File: config.mk
export PLATFORM = sky130hd
export DESIGN_NAME = rf68000_ea_ext_fetch
export DESIGN_NICKNAME = d
export VERILOG_FILES = /design/src/rtl/rf68000_ea_ext_fetch.sv
export SDC_FILE = /design/constraint.sdc
export NUM_CORES = 1
export LEC_CHECK = 0
export ABC_AREA = 1
export BUFFER_PORTS_ARGS = -buffer_cell sky130_fd_sc_hd__buf_4
export CAP_MARGIN = 10
export CORE_UTILIZATION = 58
export CTS_CLUSTER_DIAMETER = 100
export DETAILED_ROUTE_END_ITERATION = 7
export PLACE_DENSITY = 0.83
export SETUP_SLACK_MARGIN = 0.05
export SLEW_MARGIN = 20
export SYNTH_ARGS = -nofsm -noshare
export SYNTH_HDL_FRONTEND = slang
export SYNTH_SLANG_ARGS = --single-unit
export TNS_END_PERCENT = 5
File: constraint.sdc
create_clock -name clk_i -period 10.5 [get_ports clk_i]
set_clock_uncertainty 0.15 [all_clocks]
set_input_delay 2.1 -clock clk_i [delete_from_list [all_inputs] [get_ports clk_i]]
set_output_delay 2.1 -clock clk_i [all_outputs]
set_load 0.01 [all_outputs]
File: src/rtl/rf68000_ea_ext_fetch.sv
`timescale 1ns/1ps
`default_nettype none
// ============================================================================
// Module   : rf68000_ea_ext_fetch
// Purpose  : Reads the 0-2 EA extension words from the fetch queue and
//            assembles the extension value, brief index fields and next PC.
// Revision : 1.0  initial release
// ============================================================================
module rf68000_ea_ext_fetch (
    input  logic        clk_i,
    input  logic        rst_i,
    input  logic        req_i,
    input  logic [1:0]  sz_i,
    input  logic [2:0]  mode_i,
    input  logic [2:0]  reg_i,
    input  logic [31:0] pc_i,
    input  logic        abort_i,
    input  logic        fw_valid_i,
    input  logic [15:0] fw_data_i,
    output logic        fw_ready_o,
    output logic        busy_o,
    output logic        done_o,
    output logic [31:0] ext_o,
    output logic [3:0]  xreg_o,
    output logic        xlong_o,
    output logic [1:0]  nwords_o,
    output logic [31:0] next_pc_o,
    output logic        illegal_o
);

    typedef enum logic [1:0] {
        IDLE = 2'd0,
        W0   = 2'd1,
        W1   = 2'd2,
        DONE = 2'd3
    } state_t;

    state_t      state;
    state_t      state_n;

    logic [1:0]  sz_q;
    logic [2:0]  mode_q;
    logic [2:0]  reg_q;
    logic [31:0] pc_q;
    logic [15:0] w0_q;

    logic [1:0]  cur_sz;
    logic [2:0]  cur_mode;
    logic [2:0]  cur_reg;
    logic [31:0] cur_pc;
    logic [1:0]  cur_n;
    logic [15:0] word0;
    logic [15:0] word1;
    logic        handshake;
    logic        finish;
    logic        cur_illegal;
    logic [31:0] asm_ext;
    logic [3:0]  asm_xreg;
    logic        asm_xlong;

    function automatic logic [1:0] word_count(input logic [2:0] mode,
                                              input logic [2:0] rg,
                                              input logic [1:0] sz);
        logic [1:0] n;
        n = 2'd0;
        case (mode)
            3'd5, 3'd6: n = 2'd1;
            3'd7: begin
                case (rg)
                    3'd0, 3'd2, 3'd3: n = 2'd1;
                    3'd1:             n = 2'd2;
                    3'd4:             n = (sz == 2'd2) ? 2'd2 : 2'd1;
                    default:          n = 2'd0;
                endcase
            end
            default: n = 2'd0;
        endcase
        return n;
    endfunction

    // In IDLE the live request fields decide the path; afterwards the captured copy does.
    assign cur_sz    = (state == IDLE) ? sz_i   : sz_q;
    assign cur_mode  = (state == IDLE) ? mode_i : mode_q;
    assign cur_reg   = (state == IDLE) ? reg_i  : reg_q;
    assign cur_pc    = (state == IDLE) ? pc_i   : pc_q;
    assign cur_n     = word_count(cur_mode, cur_reg, cur_sz);
    assign cur_illegal = (cur_mode == 3'd7) && (cur_reg >= 3'd5);

    assign word0     = (state == W0) ? fw_data_i : w0_q;
    assign word1     = fw_data_i;

    assign fw_ready_o = ((state == W0) || (state == W1)) && !abort_i;
    assign handshake  = fw_ready_o && fw_valid_i;
    assign busy_o     = (state != IDLE);
    assign done_o     = (state == DONE);

    always_comb begin
        asm_ext   = 32'd0;
        asm_xreg  = 4'd0;
        asm_xlong = 1'b0;
        case (cur_mode)
            3'd5: asm_ext = {{16{word0[15]}}, word0};
            3'd6: begin
                asm_ext   = {{24{word0[7]}}, word0[7:0]};
                asm_xreg  = word0[15:12];
                asm_xlong = word0[11];
            end
            3'd7: begin
                case (cur_reg)
                    3'd0, 3'd2: asm_ext = {{16{word0[15]}}, word0};
                    3'd3: begin
                        asm_ext   = {{24{word0[7]}}, word0[7:0]};
                        asm_xreg  = word0[15:12];
                        asm_xlong = word0[11];
                    end
                    3'd1: asm_ext = {word0, word1};
                    3'd4: begin
                        case (cur_sz)
                            2'd0:    asm_ext = {24'd0, word0[7:0]};
                            2'd2:    asm_ext = {word0, word1};
                            default: asm_ext = {16'd0, word0};
                        endcase
                    end
                    default: asm_ext = 32'd0;
                endcase
            end
            default: asm_ext = 32'd0;
        endcase
    end

    always_comb begin
        state_n = state;
        case (state)
            IDLE: begin
                if (!abort_i && req_i)
                    state_n = (cur_n != 2'd0) ? W0 : DONE;
            end
            W0: begin
                if (abort_i)
                    state_n = IDLE;
                else if (fw_valid_i)
                    state_n = (cur_n == 2'd2) ? W1 : DONE;
            end
            W1: begin
                if (abort_i)
                    state_n = IDLE;
                else if (fw_valid_i)
                    state_n = DONE;
            end
            default: state_n = IDLE;
        endcase
    end

    assign finish = (state_n == DONE) && (state != DONE);

    always_ff @(posedge clk_i or posedge rst_i) begin
        if (rst_i) begin
            state     <= IDLE;
            sz_q      <= 2'd0;
            mode_q    <= 3'd0;
            reg_q     <= 3'd0;
            pc_q      <= 32'd0;
            w0_q      <= 16'd0;
            ext_o     <= 32'd0;
            xreg_o    <= 4'd0;
            xlong_o   <= 1'b0;
            nwords_o  <= 2'd0;
            next_pc_o <= 32'd0;
            illegal_o <= 1'b0;
        end else begin
            state <= state_n;
            if ((state == IDLE) && req_i && !abort_i) begin
                sz_q   <= sz_i;
                mode_q <= mode_i;
                reg_q  <= reg_i;
                pc_q   <= pc_i;
            end
            if ((state == W0) && handshake)
                w0_q <= fw_data_i;
            // Results are latched once on entry to DONE and held until the next request completes.
            if (finish) begin
                ext_o     <= asm_ext;
                xreg_o    <= asm_xreg;
                xlong_o   <= asm_xlong;
                nwords_o  <= cur_n;
                next_pc_o <= cur_pc + {29'd0, cur_n, 1'b0};
                illegal_o <= cur_illegal;
            end
        end
    end

endmodule
`default_nettype wire

Word level (Yosys, flattened, before mapping) --
Index checks and enable logic that the tools add are counted.
Operators by class: $lt $le $gt $ge 1, reductions and logical operators 18, equality and inequality tests 14, muxes and demuxes 23, add/subtract/negate cells 1
Operator list (count):
- one-hot mux 32 bit (4 select lines) | 1
- one-hot mux 32 bit (3 select lines) | 1
- one-hot mux 32 bit (2 select lines) | 1
- adder 32 x 3 -> 32 bit | 1
- 2-to-1 mux 32 bit | 1
- 2-to-1 mux 16 bit | 1
- 2-to-1 mux 2 bit | 8
- equality test 3 bit (second input constant) | 4
- one-hot mux 2 bit (3 select lines) | 2
- equality test 2 bit (second input constant) | 5
- logical AND 1 bit | 8
- one-hot mux 4 bit (2 select lines) | 1
- equality test 3 x 2 -> 1 bit (second input constant) | 2
- 2-to-1 mux 3 bit | 2
- zero test 2 bit | 2
- 2-to-1 mux 4 bit | 1
- one-hot mux 2 bit (2 select lines) | 1
- nonzero test 2 bit | 2
- OR reduction 2 bit | 2
- equality test 3 x 1 -> 1 bit (second input constant) | 1
- greater-or-equal comparator 3 bit (second input constant) | 1
- zero test 3 bit | 1
- OR reduction 3 bit | 1
- equality test 2 x 1 -> 1 bit (second input constant) | 1
- other kinds (5) | 6
Word-level totals: output and inout bits 75, register bits after elaboration 130

Depth between registers and ports, before layout --
Gate-level depths: netlist of run 1.
word-level depth 13, gate-level depth with buffers 26, depth with buffers taken out 24

Worst setup path after synthesis of run 1 --
OpenSTA, ideal clock, no wires.
kind input-to-output, from in abort_i, to out fw_ready_o, data required time 8.250 ns, path slack 5.951 ns, arrival time 2.299 ns, cell stages on the path 1, path through nor2_1
On the way: cells in the longest elaborated chain, start to end 2
RTL lines:
- start, declared | RTL line 17 | input logic abort_i,
- zero test 1 bit | RTL line 92 | assign fw_ready_o = ((state == W0) || (state == W1)) && !abort_i;
- logical AND 1 bit | RTL line 92
- end, declared | RTL line 20 | output logic fw_ready_o,
No other way between the ends.

Worst setup path after layout of run 1 --
from in reg_i[2], to reg next_pc_o[18]
On the way: cells in the longest elaborated chain, start to end 12
RTL lines:
- start, declared | RTL line 15 | input logic [2:0] reg_i,
- 2-to-1 mux 3 bit * | RTL line 84 | assign cur_reg = (state == IDLE) ? reg_i : reg_q;
- equality test 3 x 2 -> 1 bit / zero test 3 bit (equally long branches) | RTL line 69 | case (rg)
- OR reduction 3 bit | RTL line 69
- one-hot mux 2 bit (3 select lines) * | RTL line 69
- one-hot mux 2 bit (2 select lines) * | RTL line 66 | case (mode)
- via cur_n[1] | RTL line 51 | logic [1:0] cur_n;
- equality test 2 bit | RTL line 142 | state_n = (cur_n == 2'd2) ? W1 : DONE;
- 2-to-1 mux 1 bit | RTL line 142
- 2-to-1 mux 2 bit | RTL line 141 | else if (fw_valid_i)
- 2-to-1 mux 2 bit | RTL line 139 | if (abort_i)
- one-hot mux 2 bit (3 select lines) | RTL line 133 | case (state)
- equality test 2 bit | RTL line 154 | assign finish = (state_n == DONE) && (state != DONE);
- logical AND 1 bit | RTL line 154
- end signal, assigned | RTL line 186 | next_pc_o <= cur_pc + {29'd0, cur_n, 1'b0};
- end, declared | RTL line 27 | output logic [31:0] next_pc_o,
Mark *: on every way through the listed nets, which the timed path passes. The rest lies on a longest branch. A chain may end at the register's enable or synchronous reset.

==> flow_metrics.py, run 1 <==
metrics = {
    "yosys": {
        "synthTopCellsByArea": "dfrtp_1, nand2_1, nand3_1",
        "yosysSeqAreaShare_pct": 43.78,
        "synthCells": 1041,
        "yosysTopAreaCellShare_pct": 43.78,
        "yosys_warnings": 0,
        "ys_types": 35,
        "synth_fp_nets": 1109,
        "syn_area_um2": 7431,
        "yosysTopAreaCell": "dfrtp_1",
        "syn_area_per_cell_um2": 7.138,
        "synth-seq-cells": 130,
    },
    "clock_network": {
        "numCtsBuffers": 17,
        "postCtsHoldBufs": 0,
        "cts_tree": "done",
        "h-tree-depth": 4,
        "cts_root_buf": "clkbuf_16",
        "clock_path_buffers": 2,
        "cts_sinks": 130,
        "ctsResizeCount": 0,
        "clk_latency_ns": 0.43,
        "post_cts_buffers": 0,
        "clk_pin_slew_ns": 0.06,
    },
    "sta": {
        "setup_violations": 0,
        "maxSlewHeadroom_pct": 24.80,
        "fmax_mhz": 188.9,
        "drv_slew": 0,
        "fin_tns_setup_ns": 0,
        "post-route-min-period_ns": 5.293,
        "tightest_slew_ns": 1.125,
        "fin_crit_sh_pct": 50.41,
        "timing.final.ws_setup_ns": 5.207,
        "rsz0062_at_grt": "false",
        "hold_viol_final": 0,
    },
    "setup_path": {
        "slowest_delay_ns": 0.69,
        "path_buf_inv": 7,
        "worst-setup-path-type": "in2reg",
        "rr_endpoint": "next_pc_o[18]",
        "crit_path_start_kind": "input port",
        "cp.arrival_ns": 5.45,
        "crit_start": "reg_i[2]",
        "cp.required_ns": 10.66,
        "end_kind": "register",
        "reg2regPathDepth": 23,
        "path_cells": "buf_4 -> inv_1 -> nand2_1 -> o21ai_1 -> inv_1 -> nand2_1 -> nand2_1 -> inv_2 -> nand2_1 -> inv_1 -> ha_1 -> a21oi_1 -> inv_1 -> nand2_1 -> nor2_2 -> nand2_1 -> nor2_2 -> nand4_1 -> nand2_1 -> clkinv_1 -> nand3_1 -> nand2_1",
        "rrSetupSlack_ns": 5.83,
        "path_max_fanout": 32,
        "critical_path.top_delay_family": "simple AND/OR/NAND/NOR gates",
        "cpMostUsedCell": "nand2_1",
        "reg2reg_from": "state[1]",
        "critPathSlowestCell": "nand2_1",
    },
    "die": {
        "row_count": 40,
        "initial_core_util_pct": 60.60,
        "fp.dieArea_um2": 13270,
        "core_area_um2": 12260,
        "die_w_um": 115.2,
        "die_h_um": 115.2,
        "ios": 136,
    },
    "finish": {
        "multi_input_area_um2": 3477,
        "nFillCells": 1029,
        "n_antenna_cell": 0,
        "final_nets": 1215,
        "ff_latch_area_um2": 3253,
        "drive_gt1_share_pct": 17.07,
        "syn2layout_area_growth_pct": 21.64,
        "fin_cells": 1328,
    },
    "hold_path": {
        "hp-start": "ext_o[15]",
        "hold_depth": 2,
        "hold-path-endpoint": "ext_o[15]",
        "hp-class": "reg2reg",
    },
    "routing": {
        "routedWlPerCell_um": 15.15,
        "drt_iter0_drc": 670,
        "dr.pass1.iters": 7,
        "ant_nets": 0,
        "vias": 7146,
        "via_per_inst": 5.381,
        "drc_errors": 0,
        "routed_wl_um": 20120,
    },
    "place": {
        "place_congestion": 0.9291,
        "place_ws_ns": 4.897,
        "port_buffers": 135,
        "hpwl_um": 14070,
        "placedCellCount": 1296,
    },
    "power_and_ir_drop": {
        "switching_power_w": 0.001329,
        "irDropWorstVdd_v": 0.0002760,
        "clkPwrFrac_pct": 22.3,
        "swShare_pct": 44.92,
        "p_int_w": 0.001629,
        "total_power_w": 0.002958,
        "pwr-share-comb_pct": 48.8,
        "power.density_nw_per_um2": 327.2,
        "pwr-share-seq_pct": 29.0,
        "p_leak_nw": 4.940,
    },
    "global_routing": {
        "grt_pass1_wl_um": 32600,
        "grt_pass1_vias": 6594,
        "grt-ovfl-total": 0,
        "grt_max_degree": 74,
        "track_usage_pct": 32.21,
        "antenna_found_initial": 0,
    },
    "run": {
        "maxCapViolCount": 0,
    },
    "status": {
        "status": "completed",
    },
}
power by group through the flow:
stage	clock network, W	logic (W)	registers [W]
finish	0.000658	0.00144	0.000857
global route	0.000685	0.00162	0.000877
CTS	0.000662	0.00143	0.000854
detailed placement	0	0.00141	0.000857
global placement	0	0.00138	0.000853
floorplan	0	0.000969	0.000882
routing by layer:
layer | part of all wire, % | vias to the layer above | routed length, µm | track usage [%]
li1 | - | 3508 | - | -
met1 | 44 | 3307 | 8935 | 44.57
met5 | 0 | - | 0 | 0
met4 | 2.8 | 0 | 554 | 13.07
met2 | 46 | 294 | 9281 | 49.56
met3 | 6.7 | 37 | 1344 | 6.695
cells by family after synthesis:
family	share of synthesized area [%]
compound gates	9.783
simple gates	32.85
fa+ha+maj	1.280
mux	0.6061
flops	43.78
buf+inv	9.699
xor+xnor	2.004
stage by stage:
stage | area (µm²) | hold slack, ns | utilization, %
floorplan | 7431 | 0.2922 | -
global placement | 8376 | 0.3033 | 68.31
detailed placement | 8376 | 0.3084 | 68.31
CTS | 9031 | 0.3233 | 73.65
global route | 9039 | 0.3407 | 73.71
finish | 9039 | 0.3210 | 73.71
how the worst max path moves through the flow:
stage                         end  depth (start not counted)
floorplan                ext_o[0]                          1
global placement    next_pc_o[18]                         22
finish              next_pc_o[18]                         22
detailed placement  next_pc_o[18]                         22
CTS                 next_pc_o[18]                         22
global route        next_pc_o[18]                         21
worst reg2reg max path: stages (launching register included):
cell      delay [ns]
dfrtp_1         0.42
inv_1           0.12
ha_2            0.44
inv_4           0.23
nand2_1         0.12
nand2_1         0.12
nand2_1         0.09
nor2_1          0.05
nand2_1         0.09
inv_2           0.07
nand2_1         0.69
inv_1           0.34
ha_1            0.39
a21oi_1         0.07
inv_1           0.06
nand2_1         0.11
nor2_2          0.16
nand2_1         0.17
nor2_2          0.24
nand4_1         0.11
nand2_1         0.09
clkinv_1        0.05
nand3_1         0.08
nand2_1         0.08
layout make-up:
cell class / instances / share of cell area (%)
Tap cell: 168 / 2.326
Sequential cell: 130 / 35.99
Timing Repair Buffer: 138 / 11.46
Multi-Input combinational cell: 753 / 38.47
Clock buffer: 18 / 4.748
Inverter: 107 / 4.499
Clock inverter: 14 / 2.506
synthesized netlist by cell type:
library cell,n
nor2_1,65
nand2_1,395
a21oi_4,1
mux2_2,4
fa_1,1
nand3_1,107
nor3_1,3
inv_1,102
a21oi_2,2
nand3b_1,2
nand2_2,1
inv_2,3
buf_2,16
buf_6,11
ha_1,6
and2_1,2
nor3_2,2
a21oi_1,14
o21ai_0,85
buf_4,6
o21a_1,2
clkbuf_1,17
o22ai_1,8
xor2_1,17
o21ai_2,2
o21ai_1,8
clkinv_1,1
buf_1,1
or2_2,1
o211ai_1,10
dfrtp_1,130
inv_4,1
nand2_4,2
nor2_2,6
nand4_1,7
cells in the final DEF (no fill, tap or decap), types with 4 or more instances in the layout:
master / synthesis / routed
clkbuf_16: 0 / 17
mux2_2: 4 / 4
ha_1: 6 / 4
nand3_1: 107 / 107
o21ai_1: 8 / 8
nand2_1: 395 / 394
xor2_1: 17 / 17
nor2_2: 6 / 6
inv_6: 0 / 4
a21oi_1: 14 / 14
o22ai_1: 8 / 8
bufinv_16: 0 / 5
buf_4: 6 / 138
inv_1: 102 / 101
o211ai_1: 10 / 10
dfrtp_1: 130 / 130
nor2_1: 65 / 65
nand4_1: 7 / 7
o21ai_0: 85 / 85
sequential cells by signal, summed over array words and instances, names as in the netlist:
| register | count |
|---|---|
| next_pc_o | 32 |
| ext_o | 32 |
| xreg_o | 4 |
| reg_q | 3 |
| w0_q | 16 |
| nwords_o | 2 |
| illegal_o | 1 |
| sz_q | 2 |
| mode_q | 3 |
| xlong_o | 1 |
| state | 2 |
| pc_q | 32 |
Power figures use the tool's default switching activity.
==> inputs of run 2 (changes only) <==
Settings changed: ABC_AREA 1 to 0, CORE_UTILIZATION 58 to 56, PLACE_DENSITY 0.83 to 0.81.
Clock period 10.5 ns to 4.87 ns, I/O delays scaled along.
==> flow_metrics.py, run 2 <==
metrics = {
    "routing": {
        "routedWlPerCell_um": 19.37,
        "vias": 5517,
        "routed_wl_um": 17740,
        "ant_nets": 0,
        "via_per_inst": 6.023,
        "drt_iter0_drc": 414,
        "drc_errors": 0,
        "dr.pass1.iters": 5,
    },
    "global_routing": {
        "grt-ovfl-total": 0,
        "antenna_found_initial": 0,
        "grt_max_degree": 78,
        "grt.met3_usage_pct": 5.851,
        "met1_usage_pct": 35.63,
        "grt_pass1_wl_um": 28180,
        "grt_busiest_layer": "met2",
        "track_usage_pct": 28.20,
        "grt.met2_usage_pct": 47.31,
        "grt_pass1_vias": 5446,
    },
    "power_and_ir_drop": {
        "irDropWorstVdd_v": 0.0004750,
        "p_leak_nw": 4.099,
        "power.density_nw_per_um2": 645.3,
        "total_power_w": 0.005700,
    },
    "die": {
        "die_w_um": 115.1,
        "initial_core_util_pct": 58.43,
        "row_count": 40,
        "core_area_um2": 12260,
        "fp.dieArea_um2": 13250,
        "ios": 136,
        "die_h_um": 115.1,
    },
    "setup_path": {
        "crit_path_start_kind": "register",
        "worst-setup-path-type": "reg2reg",
        "reg2reg_from": "state[0]",
        "crit_start": "state[0]",
        "cp.required_ns": 5.03,
        "end_kind": "register",
        "path_max_fanout": 32,
        "cp.arrival_ns": 4.40,
    },
    "sta": {
        "setup_violations": 0,
        "tightest_slew_ns": 0.9540,
        "hold_viol_final": 0,
        "fin_crit_sh_pct": 87.16,
        "fmax_mhz": 235.6,
        "fin_tns_setup_ns": 0,
        "post-route-min-period_ns": 4.245,
        "maxSlewHeadroom_pct": 36.40,
        "rsz0062_at_grt": "false",
        "hold_ws_ns": 0.3519,
        "drv_slew": 0,
    },
    "place": {
        "port_buffers": 135,
        "hpwl_um": 12150,
        "place_congestion": 0.9083,
    },
    "yosys": {
        "yosysTopAreaCellShare_pct": 45.41,
        "async_flop_share_pct": 100.0,
        "synthSimpleGateAreaFrac_pct": 8.505,
        "synthCells": 604,
        "syn_area_um2": 7164,
        "synthAdderAreaFrac_pct": 1.327,
        "muxShareOfSynthArea_pct": 24.94,
        "syn_area_per_cell_um2": 11.86,
        "yosysTopAreaCell": "dfrtp_1",
        "ys_types": 66,
        "yosysSeqAreaShare_pct": 45.41,
        "synthTopCellsByArea": "dfrtp_1, mux2_2, mux2_4",
        "ys.flop_type": "dfrtp_1",
        "synth_fp_nets": 672,
        "synthXorXnorAreaFrac_pct": 3.790,
        "synth-seq-cells": 130,
        "yosys_warnings": 0,
        "synth_edf_count": 0,
        "synth_top_family_by_area": "multiplexers",
        "synth_commonest_cells": "dfrtp_1, mux2_2, o21ai_0, mux2_4, mux2i_1",
        "yosysMostFrequentCell": "dfrtp_1",
        "synth_compound_area_share_pct": 11.67,
    },
    "clock_network": {
        "clk_latency_ns": 0.43,
        "cts_sinks": 130,
        "numCtsBuffers": 17,
        "clk_pin_slew_ns": 0.06,
        "h-tree-depth": 4,
        "cts_root_buf": "clkbuf_16",
        "ctsResizeCount": 0,
        "postCtsHoldBufs": 0,
        "cts_tree": "done",
        "post_cts_buffers": 0,
        "clock_path_buffers": 2,
    },
    "finish": {
        "nFillCells": 840,
        "top_regs": "ext_o: 32 flops, next_pc_o: 32 flops, pc_q: 32 flops",
        "utilization_pct": 72.04,
        "drive_gt1_share_pct": 40.11,
        "n_antenna_cell": 0,
        "layout_commonest_cell": "buf_4",
        "final_nets": 804,
        "syn2layout_area_growth_pct": 23.30,
        "mostFrequentLayoutCells": "buf_4, dfrtp_1, mux2_2",
    },
    "hold_path": {
        "hp-class": "reg2reg",
        "hp-start": "pc_q[8]",
    },
    "status": {
        "status": "completed",
    },
    "run": {
        "maxCapViolCount": 0,
    },
}
-- run 2: area by class of cell --
cell class / count / area, µm² / area share [%]
inverter: 15 / 58.81 / 0.6657
multi-input combinational: 424 / 3603 / 40.79
tap: 168 / 210.2 / 2.380
sequential: 130 / 3253 / 36.83
clock buffer: 20 / 446.7 / 5.057
timing repair buffer: 148 / 1124 / 12.72
clock inverter: 11 / 137.6 / 1.558
-- run 2: critical path, stage by stage (launching register included) --
cell and delay, ns:
dfrtp_1 0.44, inv_1 0.11, ha_2 0.44, buf_4 0.46
inv_1 0.13, a32oi_1 0.24, o31a_1 0.21, inv_1 0.06
ha_1 0.22, fa_1 0.40, o21ai_0 0.18, nand2b_1 0.50
nor2_1 0.15, xnor2_1 0.17, mux2_4 0.26
-- run 2: cell families (layout without fill, tap and decap cells) --
group | after synthesis | count (layout)
XOR/XNOR | 31 | 31
AO/OA/AOI/OAI | 130 | 130
AND/OR/NAND/NOR | 106 | 106
buffers and inverters | 50 | 194
multiplexers | 150 | 150
adder cells (fa/ha/maj) | 7 | 7
flip-flops | 130 | 130
-- run 2: worst paths after layout --
kind	end	slack (ns)	cells after the start
worst max-delay path	next_pc_o[11]	0.63	14
worst min-delay path	pc_q[8]	0.35	1
worst max register to register	next_pc_o[11]	0.63	14
worst min register to register	pc_q[8]	0.35	1
max in group asynchronous	w0_q[12]	3.01	3
min in group asynchronous	ext_o[21]	0.61	2
-- run 2: layer usage --
metal  vias up  wire length (µm)
li1       2489                 -
met1      2772              7448
met2       224              8827
met3        32              1101
met4         0               365
met5         -                 0
-- run 2: power by group --
part,internal (W),switching [W],leakage [nW]
clock,0.000809,0.000464,0.281
combinational,0.00129,0.00130,2.18
sequential,0.00152,0.000311,1.64
total,0.00362,0.00208,4.10
-- run 2: per-stage QoR --
step / setup WS [ns] / cells / instance area [µm²]
global route: 0.3518 / 916 / 8833
finish: 0.6252 / 916 / 8833
floorplan: 0.2767 / 604 / 7164
global placement: 0.7704 / 885 / 8249
CTS: 0.6739 / 916 / 8833
detailed placement: 0.7331 / 885 / 8249
